`src/rtl/control_multiciclo.sv`:
```
// Moore control FSM for the multicycle MIPS datapath.
// Steps each instruction through fetch/decode/execute/memory/write-back
// and drives all datapath control lines from the current state.
module control_multiciclo #(
  parameter logic [5:0] OP_RTYPE = 6'h00,
  parameter logic [5:0] OP_LW    = 6'h23,
  parameter logic [5:0] OP_SW    = 6'h2B,
  parameter logic [5:0] OP_BEQ   = 6'h04,
  parameter logic [5:0] OP_J     = 6'h02,
  parameter logic [5:0] OP_ADDI  = 6'h08
) (
  input  logic       clk,
  input  logic       reset,
  input  logic [5:0] Op,
  output logic       PCWrite,
  output logic       PCWriteCond,
  output logic       IorD,
  output logic       MemRead,
  output logic       MemWrite,
  output logic       IRWrite,
  output logic       MemtoReg,
  output logic [1:0] PCSource,
  output logic [1:0] ALUOp,
  output logic       ALUSrcA,
  output logic [1:0] ALUSrcB,
  output logic       RegWrite,
  output logic       RegDst,
  output logic       IllegalOp,
  output logic [3:0] State
);

  typedef enum logic [3:0] {
    S_FETCH   = 4'd0,
    S_DECODE  = 4'd1,
    S_MEMADDR = 4'd2,
    S_MEMRD   = 4'd3,
    S_MEMWB   = 4'd4,
    S_MEMWR   = 4'd5,
    S_EXEC    = 4'd6,
    S_ALUWB   = 4'd7,
    S_BRANCH  = 4'd8,
    S_JUMP    = 4'd9,
    S_ADDIEX  = 4'd10,
    S_ADDIWB  = 4'd11
  } state_t;

  state_t state, nxt;

  // State register; reset returns to Fetch at the next edge.
  always_ff @(posedge clk) begin
    if (reset) state <= S_FETCH;
    else       state <= nxt;
  end

  // Next-state and Moore outputs; reset forces every control line low in the
  // same cycle so an aborted instruction cannot write anything.
  always_comb begin
    nxt         = S_FETCH;
    PCWrite     = 1'b0;
    PCWriteCond = 1'b0;
    IorD        = 1'b0;
    MemRead     = 1'b0;
    MemWrite    = 1'b0;
    IRWrite     = 1'b0;
    MemtoReg    = 1'b0;
    PCSource    = 2'b00;
    ALUOp       = 2'b00;
    ALUSrcA     = 1'b0;
    ALUSrcB     = 2'b00;
    RegWrite    = 1'b0;
    RegDst      = 1'b0;
    IllegalOp   = 1'b0;
    State       = state;
    case (state)
      S_FETCH: begin
        nxt     = S_DECODE;
        MemRead = 1'b1;
        IRWrite = 1'b1;
        ALUSrcB = 2'b01;
        PCWrite = 1'b1;
      end
      S_DECODE: begin
        ALUSrcB = 2'b11;
        if (Op == OP_LW || Op == OP_SW) nxt = S_MEMADDR;
        else if (Op == OP_RTYPE)        nxt = S_EXEC;
        else if (Op == OP_BEQ)          nxt = S_BRANCH;
        else if (Op == OP_J)            nxt = S_JUMP;
        else if (Op == OP_ADDI)         nxt = S_ADDIEX;
        else begin
          nxt       = S_FETCH;
          IllegalOp = 1'b1;
        end
      end
      S_MEMADDR: begin
        nxt     = (Op == OP_LW) ? S_MEMRD : S_MEMWR;
        ALUSrcA = 1'b1;
        ALUSrcB = 2'b10;
      end
      S_MEMRD: begin
        nxt     = S_MEMWB;
        MemRead = 1'b1;
        IorD    = 1'b1;
      end
      S_MEMWB: begin
        RegWrite = 1'b1;
        MemtoReg = 1'b1;
      end
      S_MEMWR: begin
        MemWrite = 1'b1;
        IorD     = 1'b1;
      end
      S_EXEC: begin
        nxt     = S_ALUWB;
        ALUSrcA = 1'b1;
        ALUOp   = 2'b10;
      end
      S_ALUWB: begin
        RegWrite = 1'b1;
        RegDst   = 1'b1;
      end
      S_BRANCH: begin
        ALUSrcA     = 1'b1;
        ALUOp       = 2'b01;
        PCWriteCond = 1'b1;
        PCSource    = 2'b01;
      end
      S_JUMP: begin
        PCWrite  = 1'b1;
        PCSource = 2'b10;
      end
      S_ADDIEX: begin
        nxt     = S_ADDIWB;
        ALUSrcA = 1'b1;
        ALUSrcB = 2'b10;
      end
      S_ADDIWB: begin
        RegWrite = 1'b1;
      end
      default: nxt = S_FETCH;  // unreachable codes fall back with outputs low
    endcase
    if (reset) begin
      PCWrite     = 1'b0;
      PCWriteCond = 1'b0;
      IorD        = 1'b0;
      MemRead     = 1'b0;
      MemWrite    = 1'b0;
      IRWrite     = 1'b0;
      MemtoReg    = 1'b0;
      PCSource    = 2'b00;
      ALUOp       = 2'b00;
      ALUSrcA     = 1'b0;
      ALUSrcB     = 2'b00;
      RegWrite    = 1'b0;
      RegDst      = 1'b0;
      IllegalOp   = 1'b0;
      State       = 4'd0;
    end
  end

endmodule

```
`config.mk`:
```
export PLATFORM = sky130hd
export DESIGN_NAME = control_multiciclo
export DESIGN_NICKNAME = d
export VERILOG_FILES = /design/src/rtl/control_multiciclo.sv
export SDC_FILE = /design/constraint.sdc
export NUM_CORES = 1
export LEC_CHECK = 0
export CAP_MARGIN = 20
export CORE_MARGIN = 4
export CORE_UTILIZATION = 41
export CTS_CLUSTER_DIAMETER = 120
export DETAILED_ROUTE_END_ITERATION = 6
export GPL_TIMING_DRIVEN = 0
export PLACE_DENSITY = 0.83
export SYNTH_ARGS = -nofsm -noshare
export SYNTH_HDL_FRONTEND = slang
export SYNTH_SLANG_ARGS = --single-unit
```
`constraint.sdc`:
```
create_clock -name clk -period 2.7 [get_ports clk]
set_input_delay 0.27 -clock clk [delete_from_list [all_inputs] [get_ports clk]]
set_output_delay 0.27 -clock clk [all_outputs]
set_load 0.005 [all_outputs]
```
==> results.toml <==
[yosys]
ys.flop_type = "dfxtp_1"
synth_edf_count = 0
synthCells = 76
yosysUniqueCellTypes = 34
avgSynthCellArea_um2 = 7.15
ys_seq_elements = 4
ys_seq_area_share_pct = 14.7
synth_area_um2 = 543
syn_nets = 84
yosysWarnings = 0
synthArstFlopShare_pct = 0

[die]
core_mm2 = 0.00117
num_rows = 12
die_area_mm2 = 0.00197
die_h_um = 44.4
fp.dieW_um = 44.4
io_pins = 29
initial_utilization_pct = 46.4

[final_layout]
largest-register = "state"
nNetsFinal = 116
stdcell_count = 120
final_area_um2 = 853
largest_reg_flops = 4
area_delta_synth_final_pct = 57.1
biggestRegsByFlops = "state: 4 flops"
fillers = 101
n_antenna_cell = 0
drive_gt1_share_pct = 16.0

[timing]
relSlewSlack_pct = 68.3
hold_violations = 0
finClkSkew_ps = 0.886
setup_violations = 0
drv_slew = 0
clock.fmax_mhz = 417
period_minus_slack_ps = 2400
period_share_pct = 88.8
setup_tns_ps = 0
whs_ps = 621
rsz0062_at_grt = "false"
worst_pin_slew_ps = 475

[hold_path]
hold_class = "in -> reg"

[detailed_routing]
firstDrtPassIters = 4
num_vias = 680
drtAntennaViolNets = 0
totalWireLength_um = 1580
vias_per_cell = 5.67
drt_iter0_drc = 15
wl_per_cell_um = 13.2
drcViolationCount = 0

[placed_design]
gp_congestion = 0.755
hpwl_um = 1230
place_inst = 117
place_area_um2 = 831
port_buffers = 27

[global_route]
grt_max_degree = 11
grt_pass1_wl_um = 2600
grt_usage_pct = 17.3
grt_pass1_vias = 620
antenna_found_initial = 0
overflow = 0

[status]
status = "complete, no violations"

[clock_network]
cts_tree = "done"
cts_setup_buffers = 0
numCtsBuffers = 3
htree_levels = 1
hold_buffers = 0
cts.sinks = 4
cts-root-buf = "clkbuf_4"
path_clk_slew_ps = 40
post_cts_resized = 0
cts_buffer_depth = 2
worstSkewPairLatency_ps = 240

[power_and_ir_drop]
power_density_mw_per_mm2 = 249
vdd_drop_max_uv = 198
p_leak_uw = 0.000297
p_total_uw = 213

[worst_setup_path]
critPathCaptureType = "output pin"
critPathSlowestCell = "clkdlybuf4s50_1"
worst_ep_arrival_time_ps = 2130
crit_path_max_incr_delay_ps = 550
cp_cell_sequence = "buf_2 > nor2b_1 > o311a_2 > nor4b_1 > clkdlybuf4s50_1"
path_class = "reg -> out"
cp.required_ps = 2430
crit_path_max_fanout = 10
cp-start-kind = "flop"

[job]
maxCapViolations = 0
-- worst max-delay path: cells and delay by family, from the launching register on --
family	cells	cell delay, ps
buf+inv	2	750
simple gates	2	560
flops	1	290
compound gates	1	280
-- routing by layer --
metal  global-route usage [%]  share of wire (%)  vias to the layer above
li1                         -                  -                      343
met1                     19.9                 41                      311
met2                     32.0                 53                       23
met3                     2.44                5.1                        3
met4                     6.02               0.76                        0
met5                        0                  0                        -
-- synthesized netlist by cell type (3+ instances only) --
| cell type | number | area share (%) |
|---|---|---|
| nor3_1 | 6 | 5.5 |
| a21oi_1 | 3 | 2.8 |
| dfxtp_1 | 4 | 15 |
| nor2b_1 | 6 | 6.9 |
| nor4b_1 | 3 | 4.8 |
| nand2_1 | 5 | 3.5 |
| buf_2 | 3 | 2.8 |
| nor4_1 | 6 | 6.9 |
| nor2_1 | 7 | 4.8 |
| clkbuf_1 | 5 | 3.5 |
-- through the flow --
| stage | setup WS, ps | util (%) |
|---|---|---|
| 3_5_place_dp | 455 | 70.9 |
| 6_report | 303 | 72.9 |
| 3_3_place_gp | 456 | 70.9 |
| 2_1_floorplan | 1260 | - |
| 5_1_grt | 138 | 72.9 |
| 4_1_cts | 305 | 72.9 |
-- placed cells by master (no fill, tap or decap), types with 3 or more instances in the layout --
cell,count
nor3_1,6
dfxtp_1,4
a21oi_1,3
nor4_1,6
nor2_1,7
nor4b_1,3
nor2b_1,6
nand2_1,5
clkbuf_4,3
clkdlybuf4s50_1,27
buf_2,3
clkbuf_1,5
-- area by class of cell --
class | instances | area [um2] | share of cell area, %
buffer | 9 | 41.3 | 4.84
clock buffer | 3 | 22.5 | 2.64
inverter | 2 | 7.51 | 0.880
multi-input combinational | 61 | 414 | 48.5
sequential | 4 | 80.1 | 9.38
tap | 14 | 17.5 | 2.05
timing repair buffer | 27 | 270 | 31.7
-- path summary, 6_finish.rpt --
path / start / to / slack [ps] / cells after the start
max: state[0] / IllegalOp / 300 / 5
min: reset / state[2] / 620 / 3
max reg2reg: state[0] / state[3] / 1230 / 5
min reg2reg: state[2] / state[1] / 620 / 3
-- report_power, final --
part           switching, uW  total, uW  internal [uW]
clock network           27.4       77.4           49.9
registers              0.498       61.6           61.1
logic                   35.1       73.6           38.5
-- logic make-up (layout without fill, tap and decap cells) --
group	after synthesis	count (layout)	share of synthesized area (%)
AO/OA/AOI/OAI	14	14	21.2
XOR/XNOR	4	4	6.45
buffers and inverters	11	41	8.99
flip-flops	4	4	14.7
AND/OR/NAND/NOR	43	43	48.6
Power figures use the tool's default switching activity.
